### src/rtl/serial_subtractor.sv
// serial_subtractor
// Bit-serial two's-complement subtractor: computes a - b one bit per clock,
// LSB first, through a single full-subtractor cell with a registered borrow.
// A start/busy/done handshake frames each operation. The result, final
// borrow and signed overflow are held from the done pulse until the first
// RUN cycle of the next accepted operation.

// One-bit full subtractor: difference and borrow-out of x - y - c.
module full_subtractor (
    input  logic x,
    input  logic y,
    input  logic c,
    output logic d,
    output logic bo
);

    // Pure combinational difference/borrow cell.
    always_comb begin
        d  = x ^ y ^ c;
        bo = (~x & y) | (~x & c) | (y & c);
    end

endmodule

module serial_subtractor #(
    parameter int WIDTH = 8
) (
    input  logic             clk,
    input  logic             rst,
    input  logic             start,
    input  logic [WIDTH-1:0] a,
    input  logic [WIDTH-1:0] b,
    output logic             busy,
    output logic             done,
    output logic [WIDTH-1:0] diff,
    output logic             bout,
    output logic             ovf
);

    // One extra counter bit so the count never wraps before WIDTH.
    localparam int CW = $clog2(WIDTH) + 1;

    typedef enum logic [1:0] {
        IDLE,
        RUN,
        DONE
    } state_t;

    state_t          state;
    logic [WIDTH-1:0] a_sr;
    logic [WIDTH-1:0] b_sr;
    logic             borrow;
    logic [CW-1:0]    count;
    logic             a_msb;
    logic             b_msb;

    logic             d;
    logic             borrow_next;
    logic             last_bit;

    // The single arithmetic cell, fed from the LSBs of the shift registers.
    full_subtractor u_cell (
        .x  (a_sr[0]),
        .y  (b_sr[0]),
        .c  (borrow),
        .d  (d),
        .bo (borrow_next)
    );

    // Flags the cycle in which the MSB pair is being processed.
    always_comb begin
        last_bit = (count == CW'(WIDTH - 1));
    end

    // Sequencer and datapath: accept, shift one bit per cycle, then publish.
    always_ff @(posedge clk) begin
        if (rst) begin
            state  <= IDLE;
            busy   <= 1'b0;
            done   <= 1'b0;
            diff   <= '0;
            bout   <= 1'b0;
            ovf    <= 1'b0;
            a_sr   <= '0;
            b_sr   <= '0;
            borrow <= 1'b0;
            count  <= '0;
            a_msb  <= 1'b0;
            b_msb  <= 1'b0;
        end else begin
            case (state)
                IDLE, DONE: begin
                    done <= 1'b0;
                    if (start) begin
                        a_sr   <= a;
                        b_sr   <= b;
                        a_msb  <= a[WIDTH-1];
                        b_msb  <= b[WIDTH-1];
                        borrow <= 1'b0;
                        count  <= '0;
                        busy   <= 1'b1;
                        state  <= RUN;
                    end else begin
                        state  <= IDLE;
                    end
                end
                RUN: begin
                    diff   <= {d, diff[WIDTH-1:1]};
                    a_sr   <= a_sr >> 1;
                    b_sr   <= b_sr >> 1;
                    borrow <= borrow_next;
                    count  <= count + CW'(1);
                    if (last_bit) begin
                        state <= DONE;
                        busy  <= 1'b0;
                        done  <= 1'b1;
                        bout  <= borrow_next;
                        ovf   <= (a_msb ^ b_msb) & (d ^ a_msb);
                    end
                end
                default: begin
                    state <= IDLE;
                    busy  <= 1'b0;
                    done  <= 1'b0;
                end
            endcase
        end
    end

endmodule
### config.mk
export PLATFORM = sky130hd
export DESIGN_NAME = serial_subtractor
export DESIGN_NICKNAME = d
export VERILOG_FILES = /design/src/rtl/serial_subtractor.sv
export SDC_FILE = /design/constraint.sdc
export NUM_CORES = 1
export LEC_CHECK = 0
export BUFFER_PORTS_ARGS = -buffer_cell sky130_fd_sc_hd__clkbuf_2
export CORE_UTILIZATION = 35
export CTS_CLUSTER_SIZE = 30
export DETAILED_ROUTE_END_ITERATION = 8
export PLACE_DENSITY = 0.62
export SLEW_MARGIN = 40
export SYNTH_ARGS = -nofsm -noshare
export SYNTH_HDL_FRONTEND = slang
export SYNTH_HIERARCHICAL = 1
export SYNTH_SLANG_ARGS = --single-unit
export TNS_END_PERCENT = 5
### constraint.sdc
create_clock -name clk -period 1.6 [get_ports clk]
set_input_delay 0.08 -clock clk [delete_from_list [all_inputs] [get_ports clk]]
set_output_delay 0.08 -clock clk [all_outputs]
set_load 0.01 [all_outputs]
* Word-level counts from Yosys, hierarchy flattened *
Cells that the tools add are included.

storage, ports and cells
  memory bits (writable) = 0
  flip-flop bits (word level) = 37
  memories kept = 0
  bits in latches = 0
  word-level logic and storage cells = 52
  ROM bits = 0
  output and inout port bits = 12
  input bits = 19

operators by class
  shift operators = 0
  div/mod/pow operators = 0
  mux-type cells = 14
  equal/unequal tests = 5
  add/subtract/negate cells = 1
  magnitude comparators = 0
  reduce and logical (&&, ||, !) cells = 8
  bitwise gates (word level) = 12
  $mul = 0

operator list
  operator                                        count
  one-hot mux 8 bit (2 select lines)              2
  2-to-1 mux 8 bit                                2
  one-hot mux 4 bit (2 select lines)              1
  AND reduction 2 bit                             4
  adder 4 x 1 -> 4 bit (second input constant)    1
  bitwise AND 1 bit                               4
  == test 4 x 3 -> 1 bit (second input constant)  1
  2-to-1 mux 1 bit                                4
  2-to-1 mux 4 bit                                1
  != test 2 bit (second input constant)           2
  one-hot mux 1 bit (2 select lines)              2
  one-hot mux 2 bit (2 select lines)              1
  OR reduction 2 bit                              2
  bitwise XOR 1 bit                               4
  == test 2 x 1 -> 1 bit (second input constant)  1
  == test 2 bit (second input constant)           1
  logical NOT 2 bit                               1
  2-to-1 mux 2 bit                                1
  inverter 1 bit                                  2
  bitwise OR 1 bit                                2
  nonzero test 2 bit                              1

* Logic depth before layout (Yosys ltp) *
  depth in word-level cells = 5
  gate-level depth with buffers = 6

* Cells and area by module *
Netlist, hierarchy kept.

modules (own cells, without submodules)
  module             area an instance (sq um)  seq. area each (sq um)  cells each  instances
  serial_subtractor  1448.9                    740.7                   166         1
  full_subtractor    27.5                      0.0                     3           1

* Worst setup path after synthesis *
No wires, ideal clock.

  path type = reg-to-reg
  start = reg borrow
  end = reg ovf
  stages on the path, launching flop included = 6
  path slack = 245 ps
  arrival = 1225 ps
  cells stage by stage = dfxtp_1 > fa_1 > inv_1 > and3b_1 > a21oi_1 > a311oi_1

between the ends
  cells in the longest elaborated chain, start to end = 3

RTL lines
  what                    line  text
  start, declared         52    logic borrow;
  start signal, assigned  111   borrow <= borrow_next;
  bitwise XOR 1 bit       19    d = x ^ y ^ c;
  via d                   57    logic d;
  bitwise XOR 1 bit       118   ovf <= (a_msb ^ b_msb) & (d ^ a_msb);
  bitwise AND 1 bit       118
  end signal, assigned    118
  end, declared           37    output logic ovf

The timed path passes the listed nets, and every way through them passes these cells.
A chain may end at the register's enable or synchronous reset.

* Worst setup path after layout *
Ends and elaborated chain as after synthesis.

==> key figures <==
Run status
  – Status: finished clean

Setup path
  – Worst setup path class: flop to flop
  – Worst Path Max Fanout: 3
  – Worst Path Required: 1.79 ns
  – Critical path arrival: 1.63 ns
  – FF-to-FF Start: borrow$_SDFFE_PP0P_
  – Worst Setup SP: borrow$_SDFFE_PP0P_
  – R2r setup slk: between 0.15 and 0.2 ns
  – Setup crit start kind: flop
  – CP Capture Type: flop

Synthesis
  – Syn_nets: 190
  – Mapped Area: 1480 sq um
  – Distinct cells, synth: 27
  – Sequential area share after synthesis: about half
  – Synthesis warning total: 6
  – Cells after synthesis: 169
  – Synth Register Bits: 37
  – Syn Area/Cell: 8.74 sq um

Placement
  – Setup Slack @ Placement: 0.165 ns
  – Gp weighted congestion: 0.707
  – Port Buffers: 30
  – DP Cell Count: 245
  – Final HPWL DP: around 2300 um

Layout
  – Non-filler cells, final: 253
  – Layout Nets: 223
  – Area Overhead vs Synth: 22.5%
  – Layout cells sized above 1: 25.1%
  – Diode count: 0

STA
  – Setup-failing EPs final: 0
  – Slew headroom: 72.8%
  – Fin crit share: 89.8%
  – Fin. max-slew vios: 0
  – Worst Skew: 0.00691 ns
  – RSZ-0062 raised after global routing: false
  – Setup WS post-layout: 0.164 ns
  – WHS: approximately 0.055 ns
  – Final Hold Fails: 0
  – Setup TNS: 0 ns
  – Worst slew pin tran: 0.408 ns
  – Minimum clock period: 1.44 ns
  – Max Fclk: 696 MHz

Power
  – Power after layout: 0.00203 W
  – PD cells: 1120 nW/um^2
  – Max rail drop VDD: 0.000483 V
  – Leakage power: 0.714 nW

Global routing
  – First-pass GRT wire length: 5510 um
  – Largest net degree at the start of global routing: 22
  – Initial antenna violation count: 0
  – Total grt overflow: 0
  – Tot GR Track Use: 16.5%
  – Vias in the first global route: approximately 1200

Run
  – Max Cap Viol: 0

Min path
  – Hold Startpoint: a[7]
  – Hold Path Class: input port to flop

Detailed routing
  – Number of nets still failing antenna checks after routing: 0
  – DR vias: 1262
  – WL final: 3280 um
  – Via density per instance: 4.99
  – Initial DRC Count: 64
  – Drt drc: 0
  – Routed WL per cell: roughly 13 um
  – Pre-antenna DRT Iters: 4

Clocking
  – Clk sinks: 37
  – CTS root buf: clkbuf_8
  – Post-cts sizing count: 0
  – Clk buf depth: 2
  – Post-CTS setup repair buffer count: 0
  – Hold-fix buffers, CTS: 0
  – CTS buffer count: 5
  – Clk_lat worst skew: about 0.28 ns
  – H-tree levels: 2
  – TritonCTS clock tree: done
  – CTS clk-pin slew, worst paths: 0.07 ns

Die
  – Core Rows: 23
  – Die width: 67.0 um
  – I/O pin total: 31
  – Core ar.: 4030 sq um
  – Die Area: approximately 4500 sq um
  – Initial Util: 36.6%
  – Die Y: approximately 67 um
path summary, 6_finish.rpt:
check	to	depth (start not counted)
setup / recovery	ovf$_SDFFE_PP0P_	5
hold / removal	a_sr[7]$_SDFFE_PP0P_	3
setup reg to reg	ovf$_SDFFE_PP0P_	5
hold reg to reg	diff[0]$_SDFFE_PP0P_	2
power by group:
part	switching [W]	internal, W	leakage [nW]	total, W
logic	0.000127	0.0000882	0.355	0.000215
registers	0.0000245	0.000962	0.302	0.000986
clock network	0.000326	0.000507	0.0574	0.000832
total	0.000477	0.00156	0.714	0.00203
placed cells by master, fill, tap and decap left out, types with 2 or more instances in the layout:
cell / netlist / layout
a21oi_1: 34 / 34
mux2_2: 2 / 2
nand3_1: 20 / 20
dfxtp_1: 37 / 37
clkbuf_2: 0 / 30
nand2_1: 22 / 22
inv_1: 2 / 2
clkbuf_8: 0 / 6
and3b_1: 2 / 2
nor3_1: 3 / 3
a22oi_1: 14 / 14
nand2b_1: 3 / 3
buf_4: 2 / 10
nor2_1: 5 / 5
critical path: stages, from the launching register on:
cell and delay, ns:
dfxtp_1 0.33, fa_1 0.53, inv_1 0.05, nor2_1 0.11, a21oi_1 0.08, a311oi_1 0.24
cell type report:
cell class	count	area (sq um)
tap	50	62.6
inverter	2	7.51
fill	438	2220
timing repair buffer	40	225
clock inverter	2	37.5
sequential	37	741
multi-input combinational	116	652
clock buffer	6	82.6
cell families after synthesis:
group | count (synthesis) | share of synthesized area (%)
simple gates | 60 | 19.5
flops | 37 | 50.2
buf+inv | 16 | 5.68
compound gates | 52 | 20.9
mux | 2 | 1.53
fa+ha+maj | 2 | 2.20
per-layer routing:
| metal | track usage, % | wire, um |
|---|---|---|
| met4 | 5.59 | 30 |
| met5 | 0 | 0 |
| met2 | 26.4 | 1610 |
| met1 | 20.7 | 1540 |
| met3 | 4.97 | 94 |
registers in the layout, indices dropped and copies added (netlist names):
signal	count
count	4
done	1
busy	1
ovf	1
borrow	1
a_msb	1
diff	8
state	2
a_sr	8
b_sr	8
bout	1
b_msb	1
cell usage after synthesis:
| cell type | count | area, sq um |
|---|---|---|
| dfxtp_1 | 37 | 741 |
| nor3_1 | 3 | 15.0 |
| nor3b_1 | 1 | 7.51 |
| a211oi_2 | 1 | 12.5 |
| and3b_1 | 2 | 17.5 |
| ha_1 | 1 | 12.5 |
| fa_1 | 1 | 20.0 |
| nor2_1 | 5 | 18.8 |
| a21oi_1 | 34 | 170 |
| buf_6 | 1 | 11.3 |
| buf_4 | 2 | 15.0 |
| buf_1 | 1 | 3.75 |
| nand4_1 | 1 | 6.26 |
| nor2b_1 | 1 | 6.26 |
| nand3b_1 | 1 | 7.51 |
| a22oi_1 | 14 | 105 |
| nand2b_1 | 3 | 18.8 |
| o21ai_0 | 1 | 5.00 |
| and2b_1 | 1 | 7.51 |
| nand2_1 | 22 | 82.6 |
| a311oi_1 | 1 | 8.76 |
| nand3_1 | 20 | 100 |
| buf_2 | 7 | 35.0 |
| mux2_2 | 2 | 22.5 |
| o21a_1 | 1 | 7.51 |
| clkbuf_1 | 3 | 11.3 |
| inv_1 | 2 | 7.51 |
stage by stage:
step	util [%]	area [sq um]
3_5_place_dp	41.9	1690
3_3_place_gp	41.9	1690
6_report	44.9	1810
4_1_cts	44.9	1810
5_1_grt	44.9	1810
2_1_floorplan	-	1480
(Power assumes the default switching activity.)
